<file path="src/rtl/seg_scan_pkg.sv">
// Shared constants for the segment scan capture block: raw segment
// patterns, decoded code values and the capture FSM state encoding.
package seg_scan_pkg;

  // Seven-segment patterns as seen on leds[6:0] (bit 6 = segment a).
  localparam logic [6:0] SEG_0       = 7'h7E;
  localparam logic [6:0] SEG_1       = 7'h30;
  localparam logic [6:0] SEG_2       = 7'h6D;
  localparam logic [6:0] SEG_3       = 7'h79;
  localparam logic [6:0] SEG_4       = 7'h33;
  localparam logic [6:0] SEG_5       = 7'h5B;
  localparam logic [6:0] SEG_6       = 7'h5F;
  localparam logic [6:0] SEG_7       = 7'h70;
  localparam logic [6:0] SEG_8       = 7'h7F;
  localparam logic [6:0] SEG_9       = 7'h7B;
  localparam logic [6:0] SEG_E_GLYPH = 7'h4F;
  localparam logic [6:0] SEG_R       = 7'h05;
  localparam logic [6:0] SEG_BLANK   = 7'h00;

  // Non-numeric codes reported in the bcd output.
  localparam logic [3:0] CODE_E_GLYPH = 4'hA;
  localparam logic [3:0] CODE_R       = 4'hB;
  localparam logic [3:0] CODE_ERR     = 4'hE;
  localparam logic [3:0] CODE_BLANK   = 4'hF;

  // Per-digit capture FSM.
  typedef enum logic [1:0] {
    WAIT_SEL = 2'd0,
    SETTLE   = 2'd1,
    HOLD     = 2'd2
  } state_t;

endpackage

</file>
<file path="src/rtl/seg_decode.sv">
// Combinational seven-segment to code decoder. Unknown patterns map to
// CODE_ERR and raise the undecodable flag.
module seg_decode
  import seg_scan_pkg::*;
(
  input  logic [6:0] seg,
  output logic [3:0] code,
  output logic       code_err
);

  // Pattern lookup; anything not in the table is flagged.
  always_comb begin
    code     = CODE_ERR;
    code_err = 1'b0;
    case (seg)
      SEG_0:       code = 4'h0;
      SEG_1:       code = 4'h1;
      SEG_2:       code = 4'h2;
      SEG_3:       code = 4'h3;
      SEG_4:       code = 4'h4;
      SEG_5:       code = 4'h5;
      SEG_6:       code = 4'h6;
      SEG_7:       code = 4'h7;
      SEG_8:       code = 4'h8;
      SEG_9:       code = 4'h9;
      SEG_E_GLYPH: code = CODE_E_GLYPH;
      SEG_R:       code = CODE_R;
      SEG_BLANK:   code = CODE_BLANK;
      default: begin
        code     = CODE_ERR;
        code_err = 1'b1;
      end
    endcase
  end

endmodule

</file>
<file path="src/rtl/seg_scan_capture.sv">
// Captures a multiplexed seven-segment display: each digit is accepted
// once its select and pattern have been stable for STABLE_CYCLES cycles,
// and a full frame of digits is published as packed BCD-style codes.
module seg_scan_capture
  import seg_scan_pkg::*;
#(
  parameter int NUM_DIGITS    = 4,
  parameter int STABLE_CYCLES = 3
) (
  input  logic                    clk,
  input  logic                    rst_n,
  input  logic [7:0]              leds,
  input  logic [NUM_DIGITS-1:0]   dig_sel,
  output logic [4*NUM_DIGITS-1:0] bcd,
  output logic                    frame_valid,
  output logic                    err,
  output logic [2:0]              err_digit
);

  localparam logic [7:0] STABLE_W = 8'(STABLE_CYCLES);

  state_t                  state_reg;
  logic [NUM_DIGITS-1:0]   sel_reg;
  logic [7:0]              leds_reg;
  logic [7:0]              cnt_reg;
  logic [7:0]              cnt_inc;
  logic [NUM_DIGITS-1:0]   captured_reg;

  logic [3:0]              sel_count;
  logic                    sel_onehot;
  logic                    fresh;
  logic                    capture;
  logic                    publish;

  logic [3:0]              dec_code;
  logic                    dec_err;

  logic [3:0]              stage_code_reg [NUM_DIGITS];
  logic                    stage_err_reg  [NUM_DIGITS];
  logic [4*NUM_DIGITS-1:0] stage_flat;
  logic [NUM_DIGITS-1:0]   stage_err_flat;
  logic [2:0]              err_first;

  // Decoder always looks at the live pattern; bit 7 only matters for stability.
  seg_decode u_decode (
    .seg      (leds[6:0]),
    .code     (dec_code),
    .code_err (dec_err)
  );

  // Count asserted select lines; exactly one means a usable digit select.
  always_comb begin
    sel_count = '0;
    for (int i = 0; i < NUM_DIGITS; i++) begin
      if (dig_sel[i]) sel_count = sel_count + 4'd1;
    end
  end

  assign sel_onehot = (sel_count == 4'd1);
  assign publish    = &captured_reg;

  // Decide whether this cycle starts a new observation and whether it captures.
  always_comb begin
    cnt_inc = cnt_reg + 8'd1;
    fresh   = sel_onehot &&
              ((state_reg == WAIT_SEL) ||
               (dig_sel != sel_reg) ||
               ((state_reg == SETTLE) && (leds != leds_reg)));
    if (fresh) begin
      capture = (STABLE_W == 8'd1);
    end else begin
      capture = sel_onehot && (state_reg == SETTLE) && (cnt_inc >= STABLE_W);
    end
  end

  // Stability FSM: track the current select/pattern and count matching cycles.
  always_ff @(posedge clk or negedge rst_n) begin
    if (!rst_n) begin
      state_reg <= WAIT_SEL;
      sel_reg   <= '0;
      leds_reg  <= '0;
      cnt_reg   <= '0;
    end else if (!sel_onehot) begin
      state_reg <= WAIT_SEL;
      cnt_reg   <= '0;
    end else if (fresh) begin
      sel_reg   <= dig_sel;
      leds_reg  <= leds;
      cnt_reg   <= 8'd1;
      state_reg <= capture ? HOLD : SETTLE;
    end else if (state_reg == SETTLE) begin
      cnt_reg <= cnt_inc;
      if (capture) state_reg <= HOLD;
    end
  end

  // Captured bits: a publish clears the set, but a same-cycle capture survives.
  always_ff @(posedge clk or negedge rst_n) begin
    if (!rst_n) begin
      captured_reg <= '0;
    end else begin
      captured_reg <= (publish ? '0 : captured_reg) | (capture ? dig_sel : '0);
    end
  end

  genvar gi;
  generate
    for (gi = 0; gi < NUM_DIGITS; gi++) begin : g_slot
      // Staging slot for digit gi; a repeat capture simply overwrites it.
      always_ff @(posedge clk or negedge rst_n) begin
        if (!rst_n) begin
          stage_code_reg[gi] <= '0;
          stage_err_reg[gi]  <= 1'b0;
        end else if (capture && dig_sel[gi]) begin
          stage_code_reg[gi] <= dec_code;
          stage_err_reg[gi]  <= dec_err;
        end
      end

      assign stage_flat[4*gi +: 4] = stage_code_reg[gi];
      assign stage_err_flat[gi]    = stage_err_reg[gi];
    end
  endgenerate

  // Lowest staged digit carrying an undecodable pattern.
  always_comb begin
    err_first = '0;
    for (int i = NUM_DIGITS - 1; i >= 0; i--) begin
      if (stage_err_flat[i]) err_first = 3'(i);
    end
  end

  // Publish the staged frame one cycle after the last digit lands.
  always_ff @(posedge clk or negedge rst_n) begin
    if (!rst_n) begin
      bcd         <= '0;
      frame_valid <= 1'b0;
      err         <= 1'b0;
      err_digit   <= '0;
    end else begin
      frame_valid <= publish;
      if (publish) begin
        bcd       <= stage_flat;
        err       <= |stage_err_flat;
        err_digit <= err_first;
      end
    end
  end

endmodule

</file>
<file path="config.mk">
export PLATFORM = sky130hd
export DESIGN_NAME = seg_scan_capture
export DESIGN_NICKNAME = d
export VERILOG_FILES = /design/src/rtl/seg_scan_pkg.sv /design/src/rtl/seg_decode.sv /design/src/rtl/seg_scan_capture.sv
export SDC_FILE = /design/constraint.sdc
export NUM_CORES = 1
export LEC_CHECK = 0
export ABC_AREA = 1
export CORE_MARGIN = 3
export CORE_UTILIZATION = 50
export CTS_CLUSTER_SIZE = 20
export DETAILED_ROUTE_END_ITERATION = 12
export GPL_ROUTABILITY_DRIVEN = 0
export GPL_TIMING_DRIVEN = 0
export PLACE_DENSITY = 0.72
export SLEW_MARGIN = 20
export SYNTH_ARGS = -nofsm -noshare
export SYNTH_HDL_FRONTEND = slang
export SYNTH_SLANG_ARGS = --single-unit
</file>
<file path="constraint.sdc">
create_clock -name clk -period 2.9 [get_ports clk]
set_input_delay 0.87 -clock clk [delete_from_list [all_inputs] [get_ports clk]]
set_output_delay 0.87 -clock clk [all_outputs]
set_load 0.1 [all_outputs]
</file>
; Word level (Yosys, flattened, before mapping)
; Cells that the tools add are included.
; W data, S select, Z words.
[word_totals]
ff_bits = 67
latch_bits = 0
ram_bits = 0
romBits = 0
inputBits = 14
mem_count = 0
[op_classes]
n_addsub = 4
n_mul = 0
div = 0
order_cmp = 1
n_eq_ne = 18
shifts = 0
muxes = 21
bitwise = 1
n_reduce_logical = 17
[op_table]
columns = cell, count
row1 = $eq A7 B7 Y1 const B, 9
row2 = $pmux W4 S13, 1
row3 = $mux W8, 3
row4 = $mux W4, 5
row5 = $eq A7 B6 Y1 const B, 2
row6 = $reduce_or A13 Y1, 1
row7 = $add A4 B1 Y4 const B, 3
row8 = $mux W2, 6
row9 = $mux W3, 3
row10 = $add A8 B1 Y8 const B, 1
row11 = $ge A8 B2 Y1 const B, 1
row12 = $logic_and A1 B1 Y1, 8
row13 = $ne A8 B8 Y1, 1
row14 = $eq A7 B3 Y1 const B, 1
row15 = $logic_not A7 Y1, 1
row16 = $ne A3 B1 Y1 const B, 2
row17 = $eq A4 B1 Y1 const B, 1
row18 = $ne A4 B4 Y1, 1
row19 = $or A4 B4 Y4, 1
row20 = $reduce_and A2 Y1, 2
row21 = $reduce_and A4 Y1, 1
row22 = $reduce_or A4 Y1, 1
row23 = $mux W1, 3
row24 = $eq A2 B1 Y1 const B, 1
row25 = other kinds (2), 3

; Logic depth before layout (Yosys ltp)
[depth]
depth_word = 15
mapped_depth = 17
depth_no_buf = 16

; By module
; A second synthesis with hierarchy kept.
[hier_totals]
hier_cells = 412
area_unflattened_um2 = 3437.0
[by_module_without_submodules]
columns = module, instances, cells_per_inst, area_per_inst_um2
row1 = seg_scan_capture, 1, 345, 3123.0
row2 = seg_decode, 1, 67, 314.1

; Least setup slack after synthesis
; OpenSTA, ideal clock, no wires.
[synth_path]
path_kind = input -> register
start = input dig_sel[0]
end = register captured_reg[3]
setup_time_ns = 0.133
t_arrival_ns = 2.705
required_ns = 2.767
path_slack_ns = 0.061
path_stages = 12
path_buffers = 2
cell_sequence = buf_4 > inv_1 > ha_1 > xor2_1 > ha_1 > nor2_1 > nand2_1 > a21oi_4 > nand2_1 > buf_6 > nand3_1 > o21ai_0
[synth_via]
elab_chain_len = 13
elab_cells_between_ends = 17
cone_classes = add/sub (3) / eq/ne (2) / mux (6) / bitwise (1) / reduce/logical (5)
[synth_lines]
columns = item, line
row1 = "start, declared", seg_scan_capture.sv:13  ; input logic [NUM_DIGITS-1:0] dig_sel,
row2 = $mux W1, seg_scan_capture.sv:55  ; if (dig_sel[i]) sel_count = sel_count + 4'd1;
row3 = $add A4 B1 Y4, seg_scan_capture.sv:55
row4 = $mux W4, seg_scan_capture.sv:55
row5 = $add A4 B1 Y4, seg_scan_capture.sv:55
row6 = $mux W4, seg_scan_capture.sv:55
row7 = $add A4 B1 Y4, seg_scan_capture.sv:55
row8 = $mux W4, seg_scan_capture.sv:55
row9 = $eq A4 B1 Y1, seg_scan_capture.sv:59  ; assign sel_onehot = (sel_count == 4'd1);
row10 = $logic_and A1 B1 Y1 (2 in a row), seg_scan_capture.sv:72  ; capture = sel_onehot && (state_reg == SETTLE) && (cnt_inc >= STABLE_W);
row11 = $mux W1 *, seg_scan_capture.sv:69  ; if (fresh) begin
row12 = $mux W4 *, seg_scan_capture.sv:102  ; captured_reg <= (publish ? '0 : captured_reg) | (capture ? dig_sel : '0);
row13 = $or A4 B4 Y4 *, seg_scan_capture.sv:102
row14 = "end signal, assigned", seg_scan_capture.sv:102
row15 = "end, declared", seg_scan_capture.sv:27  ; logic [NUM_DIGITS-1:0] captured_reg;
; Every way passes the cells marked *; elsewhere a longest branch is shown, timed or not.
; A chain may end at the register's enable or synchronous reset.

; Final worst setup path
[layout_path]
start = input dig_sel[1]
end = register sel_reg[0]
[layout_via]
elab_chain_len = 8
elab_cells_between_ends = 11
cone_classes = add/sub (2) / eq/ne (2) / mux (3) / reduce/logical (4)
[layout_lines]
columns = item, line
row1 = $mux W4, seg_scan_capture.sv:55
row2 = $add A4 B1 Y4, seg_scan_capture.sv:55
row3 = $mux W4, seg_scan_capture.sv:55
row4 = $add A4 B1 Y4, seg_scan_capture.sv:55
row5 = $mux W4, seg_scan_capture.sv:55
row6 = $eq A4 B1 Y1, seg_scan_capture.sv:59
row7 = $logic_and A1 B1 Y1, seg_scan_capture.sv:65  ; fresh = sel_onehot &&
row8 = $reduce_and A2 Y1 (no line) *, n/a
row9 = "end signal, assigned", seg_scan_capture.sv:87  ; sel_reg <= dig_sel;
row10 = "end, declared", seg_scan_capture.sv:23  ; logic [NUM_DIGITS-1:0] sel_reg;
; Marks and branches as above.

==> results summary <==
In this run the cell area of the synthesized design comes to 3420 um^2. The number of buffers inserted by hold repair at cts came out at 0. The longest clock path from root to sink contains 2 buffers. The main flop type after synthesis is sky130_fd_sc_hd__dfrtp_1. Dividing the final minimum period by the clock period gives about 96%.

The share of flip-flops with an asynchronous set or reset came out at 100%. The core region area came out at about 6500 um^2. The number of cells produced by synthesis came out at roughly 410. Clock skew on the completed layout was measured at slightly below 0.01 ns. The proportion of power drawn by the clock network is roughly a third. The Yosys warning count came out at 0.

Setup repair after global routing left no endpoint under its margin. The worst setup path is launched from a primary input. The count of nets left with antenna violations once routing finished came out at 0.

Dividing total power by cell area gives a power density of about 500 nW/um^2. The post-synthesis sequential element count is 66. TritonCTS built the clock tree.

The area added between synthesis and finish is 21.8%. The H-tree depth came out at 3. By count the netlist is led by sky130_fd_sc_hd__nand2_1, sky130_fd_sc_hd__dfrtp_1, sky130_fd_sc_hd__inv_1, sky130_fd_sc_hd__nand3_1, sky130_fd_sc_hd__nor2_1. The slew of the pin with the lowest slew margin came out at between 0.9 and 1 ns. The first global-routing pass estimated 12.0 mm of wire. In the global route stage, overall resource usage came out at 19.6%.

The worst vdd rail ir drop came out at roughly 0.00027 V. The first detailed-routing pass ran for 4 iterations. The die covers about 7900 um^2. The summed negative setup slack over all endpoints came out at 0 ns.

Counting the buffers created by CTS gives 9. The final hold slack came out at ~0.44 ns. The antenna cell count is 0.

The largest fanout of any net on the critical path came out at 10. The minimum period implied by the final worst setup slack came out at roughly 2.8 ns. The count of flip-flops with a built-in enable after synthesis is 0. The clock net in this run drives a total of 66 sinks. Yosys attributes the largest share of cell area to sky130_fd_sc_hd__dfrtp_1, sky130_fd_sc_hd__nand2_1, sky130_fd_sc_hd__nand3_1.

The share of post-route cells with drive strength above 1 is 13.4%. The area share of the largest cell type after synthesis is 48.3%. The switching power came out at roughly 0.00062 W. The via count came out at around 2.8k. The register clock-pin slew on the reported worst setup and hold paths came out at 0.07 ns. The post-detailed-route DRC marker count came out at 0. Detailed placement finished with a half-perimeter wire length of a little under 5 mm. The number of filler instances in the final layout came out at 570. The initial antenna violation count was 0. The worst setup path is captured at a flip-flop.

The sequential group share of total power came out at 49.8%. The highest clock frequency the design can meet came out at 360 MHz. The data required time at the worst endpoint is between 3 and 4 ns.

The worst path arrival time came out at roughly 3.0 ns. The number of hold-slack violations in the final timing report was 0. The root buffer cell chosen for the clock tree is sky130_fd_sc_hd__clkbuf_8. Entering global routing, the biggest net connects just over 40 pins.

The most common cell in the synthesized netlist is sky130_fd_sc_hd__nand2_1. The flow ran to the end, and the final reports show no timing, DRC or antenna violations. The number of library cell types mapped by synthesis is 30. The count of input and output buffers came out at 32. The fraction of the yosys area taken by sequential cells is roughly 48%. From bottom edge to top edge, the die measures around 89 um. Setup violations remaining at the end of the flow were counted as 0.

The sequential cells in the finished layout cover a total of around 1700 um^2. The most critical setup path has its startpoint at dig_sel[1]. The clock latency on the worst-skew pair is ~0.34 ns. The count of pins over their slew limit came out at 0.

The overall overflow remaining after global route is 0. The library cell with the largest summed area after synthesis is sky130_fd_sc_hd__dfrtp_1. In this run switching power makes up between 20% and 30% of total power. The per-instance average area after synthesis came out at roughly 8.3 um^2.

The setup path with the least slack is of type in -> reg. Dividing the detail-routed wire length by the instance count gives around 13 um. The sum of routed wire length over all layers is 6.92 mm. The initial standard-cell utilization of the core came out at around 53%.

The via count of the first global-routing pass came out at ~2.7k. In this run the worst hold path is classified as in -> async. The multi-input combinational cells in the finished layout cover a total of roughly 1600 um^2. Counting cells, the worst reg-to-reg path comes to 11. The die extent in x is between 80 and 90 um. The relative slew slack came out at 35.3%. The total nets after synthesis came out at 430. The initialized floorplan defines 29 standard-cell rows. Cell internal power was estimated by the tool at 0.00151 W. The via count normalized by instance count came out at 5.20. The launch point of the worst reg-to-reg path is cnt_reg[0]. The I/O pin total came out at 35. Across the run, the number of max-cap violations was 0.

The combinational group share of total power is a little under a fifth. The leakage power total is between 2 and 2.5 nW. The count of routing violations after the opening detailed-route iteration came out at about 130. The count of nets after finishing came out at roughly 480.
path summary, 6_finish.rpt:
path | slack (ns) | endpoint
worst min-delay path | 0.44 | sel_reg[2]
worst min register to register | 0.47 | stage_code_reg[10]
max in group asynchronous | 1.93 | bcd[6]
min in group clk | 0.47 | stage_code_reg[10]
worst max register to register | 1.02 | stage_code_reg[3]
worst max-delay path | 0.12 | sel_reg[0]
stage by stage:
step,power [W],std cells,utilization (%),cell area (um^2),setup slack (ns)
6_report,0.00213,541,64.2,4170,0.121
3_5_place_dp,0.00144,521,59.4,3850,-0.753
5_1_grt,0.00224,541,64.2,4170,0.00315
2_1_floorplan,0.00133,411,-,3420,0.0612
3_3_place_gp,0.00142,520,59.1,3840,-1.26
4_1_cts,0.00215,541,64.1,4170,0.0249
routing by layer:
metal | up-vias | global-route usage (%) | share of wire (%)
met4 | 0 | 6.18 | 1.1
li1 | 1417 | - | -
met3 | 9 | 4.56 | 4.2
met1 | 1332 | 27.1 | 48
met5 | - | 0 | 0
met2 | 55 | 30.8 | 46
kinds of logic after synthesis:
kind of cell | share of synthesized area [%]
flip-flops | 48.3
other | 0.110
AND/OR/NAND/NOR | 28.2
multiplexers | 5.27
XOR/XNOR | 3.58
AO/OA/AOI/OAI | 5.08
buffers and inverters | 7.64
adder cells (fa/ha/maj) | 1.83
area by class of cell:
cell class / instances / area share (%)
flip-flops and latches: 66 / 39.6
clock inverters: 2 / 0.300
clock buffers: 13 / 3.81
well taps: 77 / 2.31
plain buffers: 12 / 2.79
multi-input cells: 290 / 37.9
repair buffers: 38 / 9.31
inverters: 43 / 3.93
what timing repair did:
action / 4_1_cts / 5_1_grt
buffers inserted: 5 / 0
pin swaps: 3 / 2
setup endpoints to repair: 46 / 36
gates cloned: 0 / 0
gates resized for setup: 19 / 2
power groups by stage:
| stage | Combinational [W] | Clock, W | Sequential, W |
|---|---|---|---|
| 2_1_floorplan | 0.000248 | 0 | 0.00108 |
| 3_3_place_gp | 0.000350 | 0 | 0.00107 |
| 3_5_place_dp | 0.000361 | 0 | 0.00108 |
| 4_1_cts | 0.000392 | 0.000694 | 0.00106 |
| 5_1_grt | 0.000440 | 0.000731 | 0.00107 |
| 6_report | 0.000390 | 0.000679 | 0.00106 |
critical path: stages:
cell                            delay, ns
sky130_fd_sc_hd__dlygate4sd2_1       0.25
sky130_fd_sc_hd__buf_6               0.12
sky130_fd_sc_hd__inv_1               0.10
sky130_fd_sc_hd__ha_4                0.23
sky130_fd_sc_hd__xor2_2              0.19
sky130_fd_sc_hd__ha_1                0.31
sky130_fd_sc_hd__nor2_1              0.11
sky130_fd_sc_hd__nand2_1             0.11
sky130_fd_sc_hd__a21oi_4             0.20
sky130_fd_sc_hd__nand2_2             0.10
sky130_fd_sc_hd__buf_12              0.16
sky130_fd_sc_hd__buf_6               0.14
sky130_fd_sc_hd__nand2_1             0.05
sky130_fd_sc_hd__o21ai_0             0.08
placed cells by master, fill, tap and decap left out, types with 2 or more instances in the layout:
cell type / count
sky130_fd_sc_hd__buf_12: 3
sky130_fd_sc_hd__nand3_4: 5
sky130_fd_sc_hd__nor2_1: 38
sky130_fd_sc_hd__nand2_2: 3
sky130_fd_sc_hd__nand3_1: 38
sky130_fd_sc_hd__xor2_1: 6
sky130_fd_sc_hd__nand4_1: 5
sky130_fd_sc_hd__o22ai_1: 2
sky130_fd_sc_hd__buf_4: 7
sky130_fd_sc_hd__dlygate4sd2_1: 2
sky130_fd_sc_hd__clkbuf_8: 11
sky130_fd_sc_hd__buf_6: 6
sky130_fd_sc_hd__buf_2: 2
sky130_fd_sc_hd__clkdlybuf4s50_1: 28
sky130_fd_sc_hd__a21oi_1: 9
sky130_fd_sc_hd__o21ai_0: 15
sky130_fd_sc_hd__inv_1: 40
sky130_fd_sc_hd__or2_2: 3
sky130_fd_sc_hd__nand2_1: 121
sky130_fd_sc_hd__o21ai_1: 5
sky130_fd_sc_hd__clkbuf_1: 3
sky130_fd_sc_hd__nor3_1: 5
sky130_fd_sc_hd__mux2_1: 4
sky130_fd_sc_hd__ha_1: 4
sky130_fd_sc_hd__xnor2_1: 7
sky130_fd_sc_hd__dfrtp_1: 66
sky130_fd_sc_hd__mux2_2: 12
Note: power is estimated with default switching activity, not from simulation.
